[config.mk]
export PLATFORM = sky130hd
export DESIGN_NAME = taito_comm_mailbox_flat
export DESIGN_NICKNAME = d
export VERILOG_FILES = /design/src/rtl/taito_comm_pkg.sv /design/src/rtl/taito_comm_mailbox_if.sv /design/src/rtl/comm_port_index.sv /design/src/rtl/taito_comm_mailbox.sv /design/src/flat_wrapper.sv
export SDC_FILE = /design/constraint.sdc
export NUM_CORES = 1
export LEC_CHECK = 0
export CAP_MARGIN = 30
export CORE_ASPECT_RATIO = 0.8
export CORE_MARGIN = 2
export CORE_UTILIZATION = 45
export DETAILED_ROUTE_END_ITERATION = 8
export PLACE_DENSITY = 0.68
export SYNTH_ARGS = -nofsm -noshare
export SYNTH_HDL_FRONTEND = slang
export SYNTH_HIERARCHICAL = 1
export SYNTH_SLANG_ARGS = --single-unit
export TNS_END_PERCENT = 100
[constraint.sdc]
create_clock -name CLK -period 1.67 [get_ports CLK]
set_clock_uncertainty 0.2 [all_clocks]
set_input_delay 0.4175 -clock CLK [delete_from_list [all_inputs] [get_ports CLK]]
set_output_delay 0.4175 -clock CLK [all_outputs]
set_load 0.005 [all_outputs]
[src/rtl/taito_comm_pkg.sv]
// Shared index-decode helpers and control-register bit positions for the CPU mailbox.
// Pure declarations; no logic, no latency, no backpressure.
package taito_comm_pkg;

    // Bit 0 of the data word carries every control flag
    localparam int CTRL_SRST_BIT  = 0;
    localparam int CTRL_IRQEN_BIT = 0;
    localparam int CTRL_AMP_BIT   = 0;
    localparam int CTRL_NMIEN_BIT = 0;

    function automatic int calc_iw(input int slots);
        return $clog2(slots + 2);
    endfunction

    function automatic int idx_status(input int slots);
        return slots;
    endfunction

    function automatic int idx_ctrl(input int slots);
        return slots + 1;
    endfunction

endpackage

[src/rtl/taito_comm_mailbox_if.sv]
// CPU-side bus of the mailbox: per-side address bit, read/write strobes and data.
// Strobes are single-cycle; no backpressure, read data returns one cycle later.
interface taito_comm_mailbox_if #(
    parameter int DW = 4
);
    logic          M_A0;
    logic          M_RD;
    logic          M_WR;
    logic [DW-1:0] M_DIN;
    logic [DW-1:0] M_DOUT;
    logic          S_A0;
    logic          S_RD;
    logic          S_WR;
    logic [DW-1:0] S_DIN;
    logic [DW-1:0] S_DOUT;

    modport master (
        output M_A0, M_RD, M_WR, M_DIN, S_A0, S_RD, S_WR, S_DIN,
        input  M_DOUT, S_DOUT
    );

    modport slave (
        input  M_A0, M_RD, M_WR, M_DIN, S_A0, S_RD, S_WR, S_DIN,
        output M_DOUT, S_DOUT
    );
endinterface

[src/rtl/comm_port_index.sv]
// Per-side auto-incrementing index register plus register-map decode.
// Decode is combinational from the current index; index updates next cycle; no backpressure.
module comm_port_index
    import taito_comm_pkg::*;
#(
    parameter int SLOTS = 4,
    parameter int IW    = calc_iw(SLOTS)
) (
    input  logic                       clk,
    input  logic                       clr,
    input  logic                       a0,
    input  logic                       rd,
    input  logic                       wr,
    input  logic [IW-1:0]              din_idx,
    output logic [IW-1:0]              idx,
    output logic [$clog2(SLOTS)-1:0]   slot,
    output logic                       idx_rd,
    output logic                       slot_rd,
    output logic                       slot_wr,
    output logic                       status_rd,
    output logic                       status_wr,
    output logic                       ctrl_rd,
    output logic                       ctrl_wr
);
    logic [IW-1:0] idx_q, idx_d;
    logic          rd_eff;
    logic          in_slots;
    logic          at_status;
    logic          at_ctrl;

    // A simultaneous write shadows the read completely
    assign rd_eff    = rd & ~wr;
    assign in_slots  = (idx_q < IW'(SLOTS));
    assign at_status = (idx_q == IW'(idx_status(SLOTS)));
    assign at_ctrl   = (idx_q == IW'(idx_ctrl(SLOTS)));

    always_comb begin
        idx_rd    = ~a0 & rd_eff;
        slot_rd   = a0 & rd_eff & in_slots;
        slot_wr   = a0 & wr & in_slots;
        status_rd = a0 & rd_eff & at_status;
        status_wr = a0 & wr & at_status;
        ctrl_rd   = a0 & rd_eff & at_ctrl;
        ctrl_wr   = a0 & wr & at_ctrl;

        idx_d = idx_q;
        if (~a0 & wr) begin
            idx_d = din_idx;
        end else if (slot_rd | slot_wr) begin
            idx_d = (idx_q == IW'(SLOTS - 1)) ? '0 : idx_q + IW'(1);
        end
    end

    always_ff @(posedge clk or posedge clr) begin
        if (clr) begin
            idx_q <= '0;
        end else begin
            idx_q <= idx_d;
        end
    end

    assign idx  = idx_q;
    assign slot = idx_q[$clog2(SLOTS)-1:0];
endmodule

[src/rtl/taito_comm_mailbox.sv]
// Two-way CPU mailbox: slot banks per direction, pair-full flags, control regs, IRQ/NMI/reset outputs.
// Reads return one cycle after RD, flag-driven outputs lag by one cycle; no backpressure.
module taito_comm_mailbox
    import taito_comm_pkg::*;
#(
    parameter int DW    = 4,
    parameter int SLOTS = 4,
    parameter int IW    = calc_iw(SLOTS)
) (
    input  logic                 CLK,
    input  logic                 RESET,
    taito_comm_mailbox_if.slave  bus,
    input  logic [1:0]           IN,
    output logic                 SLAVE_RST_N,
    output logic                 NMI_N,
    output logic                 M_IRQ,
    output logic                 AMP
);
    localparam int PAIRS = SLOTS / 2;
    localparam int SW    = $clog2(SLOTS);

    logic [IW-1:0] m_idx, s_idx;
    logic [SW-1:0] m_slot, s_slot;
    logic m_idx_rd, m_slot_rd, m_slot_wr, m_status_rd, m_status_wr, m_ctrl_rd, m_ctrl_wr;
    logic s_idx_rd, s_slot_rd, s_slot_wr, s_status_rd, s_status_wr, s_ctrl_rd, s_ctrl_wr;

    logic [DW-1:0]    m2s_q [SLOTS];
    logic [DW-1:0]    m2s_d [SLOTS];
    logic [DW-1:0]    s2m_q [SLOTS];
    logic [DW-1:0]    s2m_d [SLOTS];
    logic [PAIRS-1:0] m2s_full_q, m2s_full_d, s2m_full_q, s2m_full_d;
    logic             srst_q, srst_d, irq_en_q, irq_en_d;
    logic             amp_q, amp_d, nmi_en_q, nmi_en_d;
    logic [DW-1:0]    m_dout_q, m_dout_d, s_dout_q, s_dout_d;
    logic             nmi_n_q, nmi_n_d, m_irq_q, m_irq_d, slave_rst_n_q, slave_rst_n_d;
    logic             sdr;
    logic             m_rd_data, s_rd_data;
    logic [SLOTS-1:0] status;

    // srst_q holds the whole slave domain in reset for as long as it stays set
    assign sdr       = RESET | srst_q;
    assign m_rd_data = bus.M_A0 & bus.M_RD & ~bus.M_WR;
    assign s_rd_data = bus.S_A0 & bus.S_RD & ~bus.S_WR;
    assign status    = {s2m_full_q, m2s_full_q};

    comm_port_index #(.SLOTS(SLOTS), .IW(IW)) u_m_index (
        .clk(CLK), .clr(RESET), .a0(bus.M_A0), .rd(bus.M_RD), .wr(bus.M_WR),
        .din_idx(bus.M_DIN[IW-1:0]), .idx(m_idx), .slot(m_slot),
        .idx_rd(m_idx_rd), .slot_rd(m_slot_rd), .slot_wr(m_slot_wr),
        .status_rd(m_status_rd), .status_wr(m_status_wr),
        .ctrl_rd(m_ctrl_rd), .ctrl_wr(m_ctrl_wr)
    );

    comm_port_index #(.SLOTS(SLOTS), .IW(IW)) u_s_index (
        .clk(CLK), .clr(sdr), .a0(bus.S_A0), .rd(bus.S_RD), .wr(bus.S_WR),
        .din_idx(bus.S_DIN[IW-1:0]), .idx(s_idx), .slot(s_slot),
        .idx_rd(s_idx_rd), .slot_rd(s_slot_rd), .slot_wr(s_slot_wr),
        .status_rd(s_status_rd), .status_wr(s_status_wr),
        .ctrl_rd(s_ctrl_rd), .ctrl_wr(s_ctrl_wr)
    );

    always_comb begin
        m2s_d = m2s_q;
        s2m_d = s2m_q;
        if (m_slot_wr) m2s_d[m_slot] = bus.M_DIN;
        if (s_slot_wr) s2m_d[s_slot] = bus.S_DIN;

        // Clear first so a same-cycle set on the pair wins
        m2s_full_d = m2s_full_q;
        s2m_full_d = s2m_full_q;
        for (int k = 0; k < PAIRS; k++) begin
            if (s_slot_rd && s_slot == SW'(2 * k + 1)) m2s_full_d[k] = 1'b0;
            if (m_slot_wr && m_slot == SW'(2 * k + 1)) m2s_full_d[k] = 1'b1;
            if (m_slot_rd && m_slot == SW'(2 * k + 1)) s2m_full_d[k] = 1'b0;
            if (s_slot_wr && s_slot == SW'(2 * k + 1)) s2m_full_d[k] = 1'b1;
        end

        srst_d   = m_status_wr ? bus.M_DIN[CTRL_SRST_BIT]  : srst_q;
        irq_en_d = m_ctrl_wr   ? bus.M_DIN[CTRL_IRQEN_BIT] : irq_en_q;
        amp_d    = s_status_wr ? bus.S_DIN[CTRL_AMP_BIT]   : amp_q;
        nmi_en_d = s_ctrl_wr   ? bus.S_DIN[CTRL_NMIEN_BIT] : nmi_en_q;

        nmi_n_d       = ~(nmi_en_q & |m2s_full_q);
        m_irq_d       = irq_en_q & |s2m_full_q;
        slave_rst_n_d = ~srst_q;
    end

    always_comb begin
        m_dout_d = m_dout_q;
        if (m_idx_rd)         m_dout_d = DW'(m_idx);
        else if (m_slot_rd)   m_dout_d = s2m_q[m_slot];
        else if (m_status_rd) m_dout_d = DW'(status);
        else if (m_ctrl_rd)   m_dout_d = DW'(irq_en_q);
        else if (m_rd_data)   m_dout_d = '0;

        s_dout_d = s_dout_q;
        if (s_idx_rd)         s_dout_d = DW'(s_idx);
        else if (s_slot_rd)   s_dout_d = m2s_q[s_slot];
        else if (s_status_rd) s_dout_d = DW'(status);
        else if (s_ctrl_rd)   s_dout_d = DW'(IN);
        else if (s_rd_data)   s_dout_d = '0;
    end

    always_ff @(posedge CLK or posedge RESET) begin
        if (RESET) begin
            for (int k = 0; k < SLOTS; k++) begin
                m2s_q[k] <= '0;
                s2m_q[k] <= '0;
            end
            srst_q        <= 1'b0;
            irq_en_q      <= 1'b0;
            m_dout_q      <= '0;
            s_dout_q      <= '0;
            nmi_n_q       <= 1'b1;
            m_irq_q       <= 1'b0;
            slave_rst_n_q <= 1'b0;
        end else begin
            m2s_q         <= m2s_d;
            s2m_q         <= s2m_d;
            srst_q        <= srst_d;
            irq_en_q      <= irq_en_d;
            m_dout_q      <= m_dout_d;
            s_dout_q      <= s_dout_d;
            nmi_n_q       <= nmi_n_d;
            m_irq_q       <= m_irq_d;
            slave_rst_n_q <= slave_rst_n_d;
        end
    end

    always_ff @(posedge CLK or posedge sdr) begin
        if (sdr) begin
            m2s_full_q <= '0;
            s2m_full_q <= '0;
            amp_q      <= 1'b0;
            nmi_en_q   <= 1'b0;
        end else begin
            m2s_full_q <= m2s_full_d;
            s2m_full_q <= s2m_full_d;
            amp_q      <= amp_d;
            nmi_en_q   <= nmi_en_d;
        end
    end

    assign bus.M_DOUT  = m_dout_q;
    assign bus.S_DOUT  = s_dout_q;
    assign SLAVE_RST_N = slave_rst_n_q;
    assign NMI_N       = nmi_n_q;
    assign M_IRQ       = m_irq_q;
    assign AMP         = amp_q;
endmodule
[src/flat_wrapper.sv]
// flat-port wrapper written by rule: the top's interface ports become plain ports
module taito_comm_mailbox_flat import taito_comm_pkg::*;
#(
    parameter int DW    = 4,
    parameter int SLOTS = 4,
    parameter int IW    = calc_iw(SLOTS)
)
  (CLK, RESET, IN, SLAVE_RST_N, NMI_N, M_IRQ, AMP, bus_M_A0, bus_M_RD, bus_M_WR, bus_M_DIN, bus_S_A0, bus_S_RD, bus_S_WR, bus_S_DIN, bus_M_DOUT, bus_S_DOUT);
  taito_comm_mailbox_if #(.DW(DW)) bus_i ();
  input  logic CLK;
  input  logic RESET;
  input  logic [1:0] IN;
  output logic SLAVE_RST_N;
  output logic NMI_N;
  output logic M_IRQ;
  output logic AMP;
  input wire logic [$bits(bus_i.M_A0)-1:0] bus_M_A0;
  input wire logic [$bits(bus_i.M_RD)-1:0] bus_M_RD;
  input wire logic [$bits(bus_i.M_WR)-1:0] bus_M_WR;
  input wire logic [$bits(bus_i.M_DIN)-1:0] bus_M_DIN;
  input wire logic [$bits(bus_i.S_A0)-1:0] bus_S_A0;
  input wire logic [$bits(bus_i.S_RD)-1:0] bus_S_RD;
  input wire logic [$bits(bus_i.S_WR)-1:0] bus_S_WR;
  input wire logic [$bits(bus_i.S_DIN)-1:0] bus_S_DIN;
  output wire logic [$bits(bus_i.M_DOUT)-1:0] bus_M_DOUT;
  output wire logic [$bits(bus_i.S_DOUT)-1:0] bus_S_DOUT;
  assign bus_i.M_A0 = bus_M_A0;
  assign bus_i.M_RD = bus_M_RD;
  assign bus_i.M_WR = bus_M_WR;
  assign bus_i.M_DIN = bus_M_DIN;
  assign bus_i.S_A0 = bus_S_A0;
  assign bus_i.S_RD = bus_S_RD;
  assign bus_i.S_WR = bus_S_WR;
  assign bus_i.S_DIN = bus_S_DIN;
  assign bus_M_DOUT = bus_i.M_DOUT;
  assign bus_S_DOUT = bus_i.S_DOUT;
  taito_comm_mailbox #(.DW(DW), .SLOTS(SLOTS), .IW(IW)) u_core (.CLK(CLK), .RESET(RESET), .bus(bus_i), .IN(IN), .SLAVE_RST_N(SLAVE_RST_N), .NMI_N(NMI_N), .M_IRQ(M_IRQ), .AMP(AMP));
endmodule
**Yosys cells after proc, flatten, opt, wreduce, memory -nomap -nowiden**

Index checks and enable logic that the tools add are counted.

- Memory bits (writable): 0
- Memories: 0
- Logic and storage cells: 136
- Bits in latches: 0
- Output and inout bits: 12
- Input port bits: 18
- Bits in read-only memories: 0
- Bits in registers: 57

- Equal/unequal tests: 10
- Multipliers: 0
- Divide/modulo/power cells: 0
- $lt $le $gt $ge: 6
- Reduce and logical (&&, ||, !) cells: 20
- Bitwise gates (word level): 39
- Muxes and demuxes: 36
- Shift operators: 0
- Add/subtract/negate cells: 2

Operators with widths:

| kind | count |
|---|---|
| $mux W4 | 16 |
| $bwmux W16 | 2 |
| $and A1 B1 Y1 | 28 |
| $mux W3 | 6 |
| $bmux W4 S2 | 2 |
| $demux W4 S2 | 2 |
| $eq A3 B3 Y1 const B | 4 |
| $reduce_bool A2 Y1 | 6 |
| $logic_and A1 B1 Y1 | 10 |
| $reduce_bool A5 Y1 | 2 |
| $mux W1 | 8 |
| $add A3 B1 Y3 const B | 2 |
| $eq A3 B2 Y1 const B | 2 |
| $ge A3 B3 Y1 const B | 2 |
| $lt A3 B1 Y1 const B | 2 |
| $lt A3 B3 Y1 const B | 2 |
| $not A1 Y1 | 6 |
| $not A2 Y3 | 2 |
| $eq A2 B1 Y1 const B | 2 |
| $eq A2 B2 Y1 const B | 2 |
| $reduce_or A2 Y1 | 2 |
| $or A1 B1 Y1 | 3 |

**Depth between registers and ports, before layout**

- Depth in word-level cells: 8
- Gate-level depth with buffers: 7
- Mapped depth without buffers: 7

**Hierarchy**

The synthesis kept the hierarchy.

Modules (own cells, without submodules):

| module | cells an instance | sequential area each (µm²) | instances | area an instance (µm²) |
|---|---|---|---|---|
| taito_comm_mailbox | 165 | 1,277.5 | 1 | 2,313.5 |
| comm_port_index | 37 | 75.1 | 2 | 286.5 |

**Worst setup path before layout**

Ideal clock, no wire load.

- Path kind: input to register
- Start: in bus_S_A0
- End: reg u_core/s2m_q[12] (netlist bit)
- Slack: -0.256 ns
- Library setup time: 0.125 ns
- Arrival time: 1.602 ns
- Stages on the path: 5
- Data required time: 1.345 ns
- Buffers on the path: 1
- Path through: buf_4 -> nand2b_1 -> nor2_1 -> nor3b_1 -> mux2_2

- Longest elaborated chain between the ends: 2

RTL lines:

| item | RTL line | RTL |
|---|---|---|
| start: declaration | flat_wrapper.sv:21 | `input wire logic [$bits(bus_i.S_A0)-1:0] bus_S_A0;` |
| $and A1 B1 Y1 (2 in a row) | comm_port_index.sv:40 | `slot_wr = a0 & wr & in_slots;` |
| via u_core.s_slot_wr | taito_comm_mailbox.sv:25 | `logic s_idx_rd, s_slot_rd, s_slot_wr, s_status_rd, s_status_wr, s_ctrl_rd, s_ctrl_wr;` |
| end signal: assignment | taito_comm_mailbox.sv:119 | `s2m_q <= s2m_d;` |
| end: declaration | taito_comm_mailbox.sv:29 | `logic [DW-1:0] s2m_q [SLOTS];` |

The timed path passes the listed nets, and every way through them passes these cells.
A chain may end at the register's enable or synchronous reset.

**Final worst setup path**

- Start: reg u_core.u_m_index.idx_q[0] (netlist: u_core/u_m_index/idx[0])
- End: reg u_core.m_dout_q[0] (netlist: u_core/bus.M_DOUT[0])

- Longest elaborated chain between the ends: 6
- Elaborated cells on any way between the ends: 15
- Classes of those cells: 1 x order compare; 2 x eq/ne; 7 x mux; 4 x bitwise; 1 x reduce/logical

RTL lines:

| item | RTL line | RTL |
|---|---|---|
| start: declaration | comm_port_index.sv:25 | `logic [IW-1:0] idx_q, idx_d;` |
| start signal: assignment | comm_port_index.sv:58 | `idx_q <= idx_d;` |
| $eq A3 B3 Y1 or $not A2 Y3 (tied branches) | comm_port_index.sv:35, taito_comm_mailbox.sv:91 |  |
| $and A1 B1 Y1 or $bmux W4 S2 (tied branches) | comm_port_index.sv:43, taito_comm_mailbox.sv:91 |  |
| $mux W4, on equally long branches | taito_comm_mailbox.sv:93, taito_comm_mailbox.sv:91 |  |
| $mux W4, on equally long branches | taito_comm_mailbox.sv:92, taito_comm_mailbox.sv:91 |  |
| $mux W4 | taito_comm_mailbox.sv:91 | `else if (m_slot_rd) m_dout_d = s2m_q[m_slot];` |
| $mux W4 | taito_comm_mailbox.sv:90 | `if (m_idx_rd) m_dout_d = DW'(m_idx);` |
| end signal: assignment | taito_comm_mailbox.sv:122 | `m_dout_q <= m_dout_d;` |
| end: declaration | taito_comm_mailbox.sv:34 | `logic [DW-1:0] m_dout_q, m_dout_d, s_dout_q, s_dout_d;` |

Parallel ways exist; a longest one is shown, timed or not. The select of a mux whose other input is x is not followed.

==> run_results.csv <==
group,metric,value,unit
global_routing,grt_pass1_wl,11800,microns
floorplan,rows,26,
floorplan,initial_utilization,0.457,
final_layout,multi_input_area,0.00159,sq mm
clock_tree,htree_num_levels,3,
global_routing,grt_overflow,0,
route,met1_length,3450,microns
route,firstDrtPassIters,4,
route,met2_length,3440,microns
floorplan,die_y,75.6,microns
status,status,"complete, but fails checks",
timing,slew_headroom,0.783,
final_layout,drive_above_1_share,0.522,
global_routing,grt_max_degree,38,
worst_setup_path,cp-end-kind,"register",
clock_tree,cts-root-buf,"clkbuf_8",
synth,yosysSeqAreaShare,0.495,
global_routing,antenna_found_initial,0,
final_layout,mostFrequentLayoutCells,"buf_4 (61), dfrtp_1 (54), mux2_2 (37)",
synth,yosysUniqueCellTypes,32,
route,wl_per_cell,17.3,microns
final_layout,final_nets,364,
run,drv_cap,0,
global_routing,grt_util_all_layers,0.224,
timing,fin_tns_setup,-2.01,ns
clock_tree,clk_pin_slew,0.06,ns
power_and_ir_drop,power.total,5.57,mW
power_and_ir_drop,powerDensity,1330,mW/mm^2
timing,max_freq,520,MHz
status,violations,"negative setup slack",
synth,syn_area,0.00289,sq mm
clock_tree,cts_hold_buf,0,
worst_setup_path,r2r-start,"u_core/u_m_index/idx[0]",
final_layout,area_growth,45.6,%
power_and_ir_drop,p_leak,1.91,nW
synth,avgSynthCellArea,12.1,sq um
synth,yosys_warnings,6,
synth,synth_cells,239,
timing,worst_pin_slew,0.324,ns
clock_tree,clock_sinks,57,
timing,setup_ws,-0.255,ns
placement,dp_hpwl,5150,microns
floorplan,io_pins,30,
route,drtIter0Drc,157,
clock_tree,clock_latency,0.33,ns
timing,fin_crit_sh,1.15,
placement,portBuffers,29,
worst_setup_path,worst-path-max-fanout,6,
placement,pre_cts_slack,-0.651,ns
timing,setup_violations,22,
route,top_layer,"met4",
global_routing,grt_pass1_vias,2373,
final_layout,final_util,0.666,
route,drtAntennaViolNets,0,
floorplan,die-width,93.5,microns
final_layout,n_antenna_cell,0,
worst_setup_path,worstPathRequired,1.68,ns
floorplan,coreArea,0.00631,sq mm
worst_setup_path,reg2regPathDepth,4,
synth,synth.ff_latch_count,57,
worst_setup_path,critPathArrivalTime,1.94,ns
clock_tree,cts_made_buffers,9,
placement,gp_congestion,0.891,
worst_setup_path,startpoint_type,"register",
timing,rsz0062_at_grt,"yes",
floorplan,dieArea,0.00708,sq mm
final_layout,final_common_cell,"buf_4",
power_and_ir_drop,vdd_drop_max,0.791,mV
route,dr_wl_met3,444,microns
clock_tree,tritoncts,"yes",
route,dr_total_vias,2308,
synth,synth_nets,263,
route,drt_wl_total,7420,microns
timing,drv_slew,0,
worst_setup_path,regToRegSetupSlack,-0.25,ns
worst_setup_path,path_class,"register to register",
final_layout,seq_area,0.00143,sq mm
route,vias_per_cell,5.38,
worst_hold_path,min_path_type,"register to async pin",
route,drc,0,
timing,min_period,1.92,ns
clock_tree,cts_buffer_depth,2,
timing,finalHoldViolCount,0,
final_layout,fillers,491,
worst_setup_path,crit-reg2reg-capture,"u_core/bus.M_DOUT[0]",
[logic make-up after synthesis]
| logic type | after synthesis | synth area share |
|---|---|---|
| DFF | 57 | 0.495 |
| buffers and inverters | 23 | 0.0429 |
| muxes | 47 | 0.220 |
| adders and majority gates | 6 | 0.0260 |
| and+or+nand+nor | 70 | 0.121 |
| AOI/OAI and AO/OA | 36 | 0.0962 |
[cell usage after synthesis]
cell       instances  area (sq um)
dfstp_2            1          26.3
a21o_1             2          15.0
mux2_2            39           439
a221oi_2           2          30.0
buf_4              6          45.0
buf_6              2          22.5
nand2b_1           4          25.0
nand3b_1           8          60.1
nand3_1            8          40.0
o211a_1            1          10.0
nand2_1           14          52.6
dfrtp_1           56          1400
a21oi_1            8          40.0
inv_1             13          48.8
o21ai_0            8          40.0
nor3b_1            2          15.0
nor2b_1            4          25.0
ha_1               6          75.1
and3_1             2          12.5
clkbuf_1           2          7.51
a221o_1            7          70.1
nor2_1            22          82.6
a32o_1             3          30.0
o21a_1             1          7.51
mux4_1             4           105
nor4_1             1          6.26
o2bb2ai_1          1          8.76
a221oi_1           1          8.76
o32ai_1            2          17.5
and2_1             3          18.8
nor3_1             2          10.0
mux4_2             4          90.1
[worst max path at each step]
stage,start,end,depth (start not counted)
after floorplan,u_core/u_m_index/idx[0],u_core/bus.M_DOUT[0],5
after global placement,bus_M_A0,u_core/m2s_q[11],6
after detailed placement,bus_M_A0,u_core/m2s_q[8],6
after CTS,u_core/u_m_index/idx[0],u_core/bus.M_DOUT[0],4
after global routing,u_core/u_m_index/idx[0],u_core/bus.M_DOUT[0],4
final,u_core/u_m_index/idx[0],u_core/bus.M_DOUT[0],4
[power by group]
| group | leakage (nW) | internal, mW | switching, mW |
|---|---|---|---|
| Clock | 0.0834 | 0.575 | 0.517 |
| Combinational | 1.13 | 1.28 | 0.843 |
| Sequential | 0.694 | 1.98 | 0.384 |
| Total | 1.91 | 3.83 | 1.74 |
[worst max-delay path: stages, from the launching register on]
cell and delay [ns]:
dfrtp_2 0.48, buf_6 0.13, mux4_2 0.51, a32o_1 0.24
a221o_1 0.26
[state kept, by name (all words and copies together), names as in the netlist, 2 cells and up]
signal                flops
u_core/m2s_q             16
u_core/s2m_q             16
u_core/bus.M_DOUT         4
u_core/bus.S_DOUT         4
u_core/u_m_index/idx      3
u_core/u_s_index/idx      3
u_core/m2s_full_q         2
u_core/s2m_full_q         2
[stage by stage]
| step | area (sq um) | cells | hold slack (ns) |
|---|---|---|---|
| 2_1_floorplan | 2950 | 239 | -0.0289 |
| 3_3_place_gp | 3730 | 400 | 0.0645 |
| 3_5_place_dp | 3730 | 400 | 0.0551 |
| 4_1_cts | 4060 | 426 | 0.0765 |
| 5_1_grt | 4200 | 429 | 0.115 |
| 6_report | 4200 | 429 | 0.0625 |
[layer usage]
layer	vias to the layer above	global-route usage
li1	1075	-
met1	1152	0.301
met2	71	0.362
met3	10	0.0643
met4	0	0.0628
met5	-	0
[repair_timing]
action,CTS,global route
pin swaps,8,12
buffers inserted,10,4
resized for setup,52,35
setup endpoints to repair,60,47
[layout make-up]
cell class / count / area share
clock buffer: 13 / 0.0354
tap: 84 / 0.0250
inverter: 13 / 0.0125
clock inverter: 3 / 0.00417
multi-input combinational: 159 / 0.379
timing repair buffer: 100 / 0.204
sequential: 57 / 0.340
(Power assumes the default switching activity.)
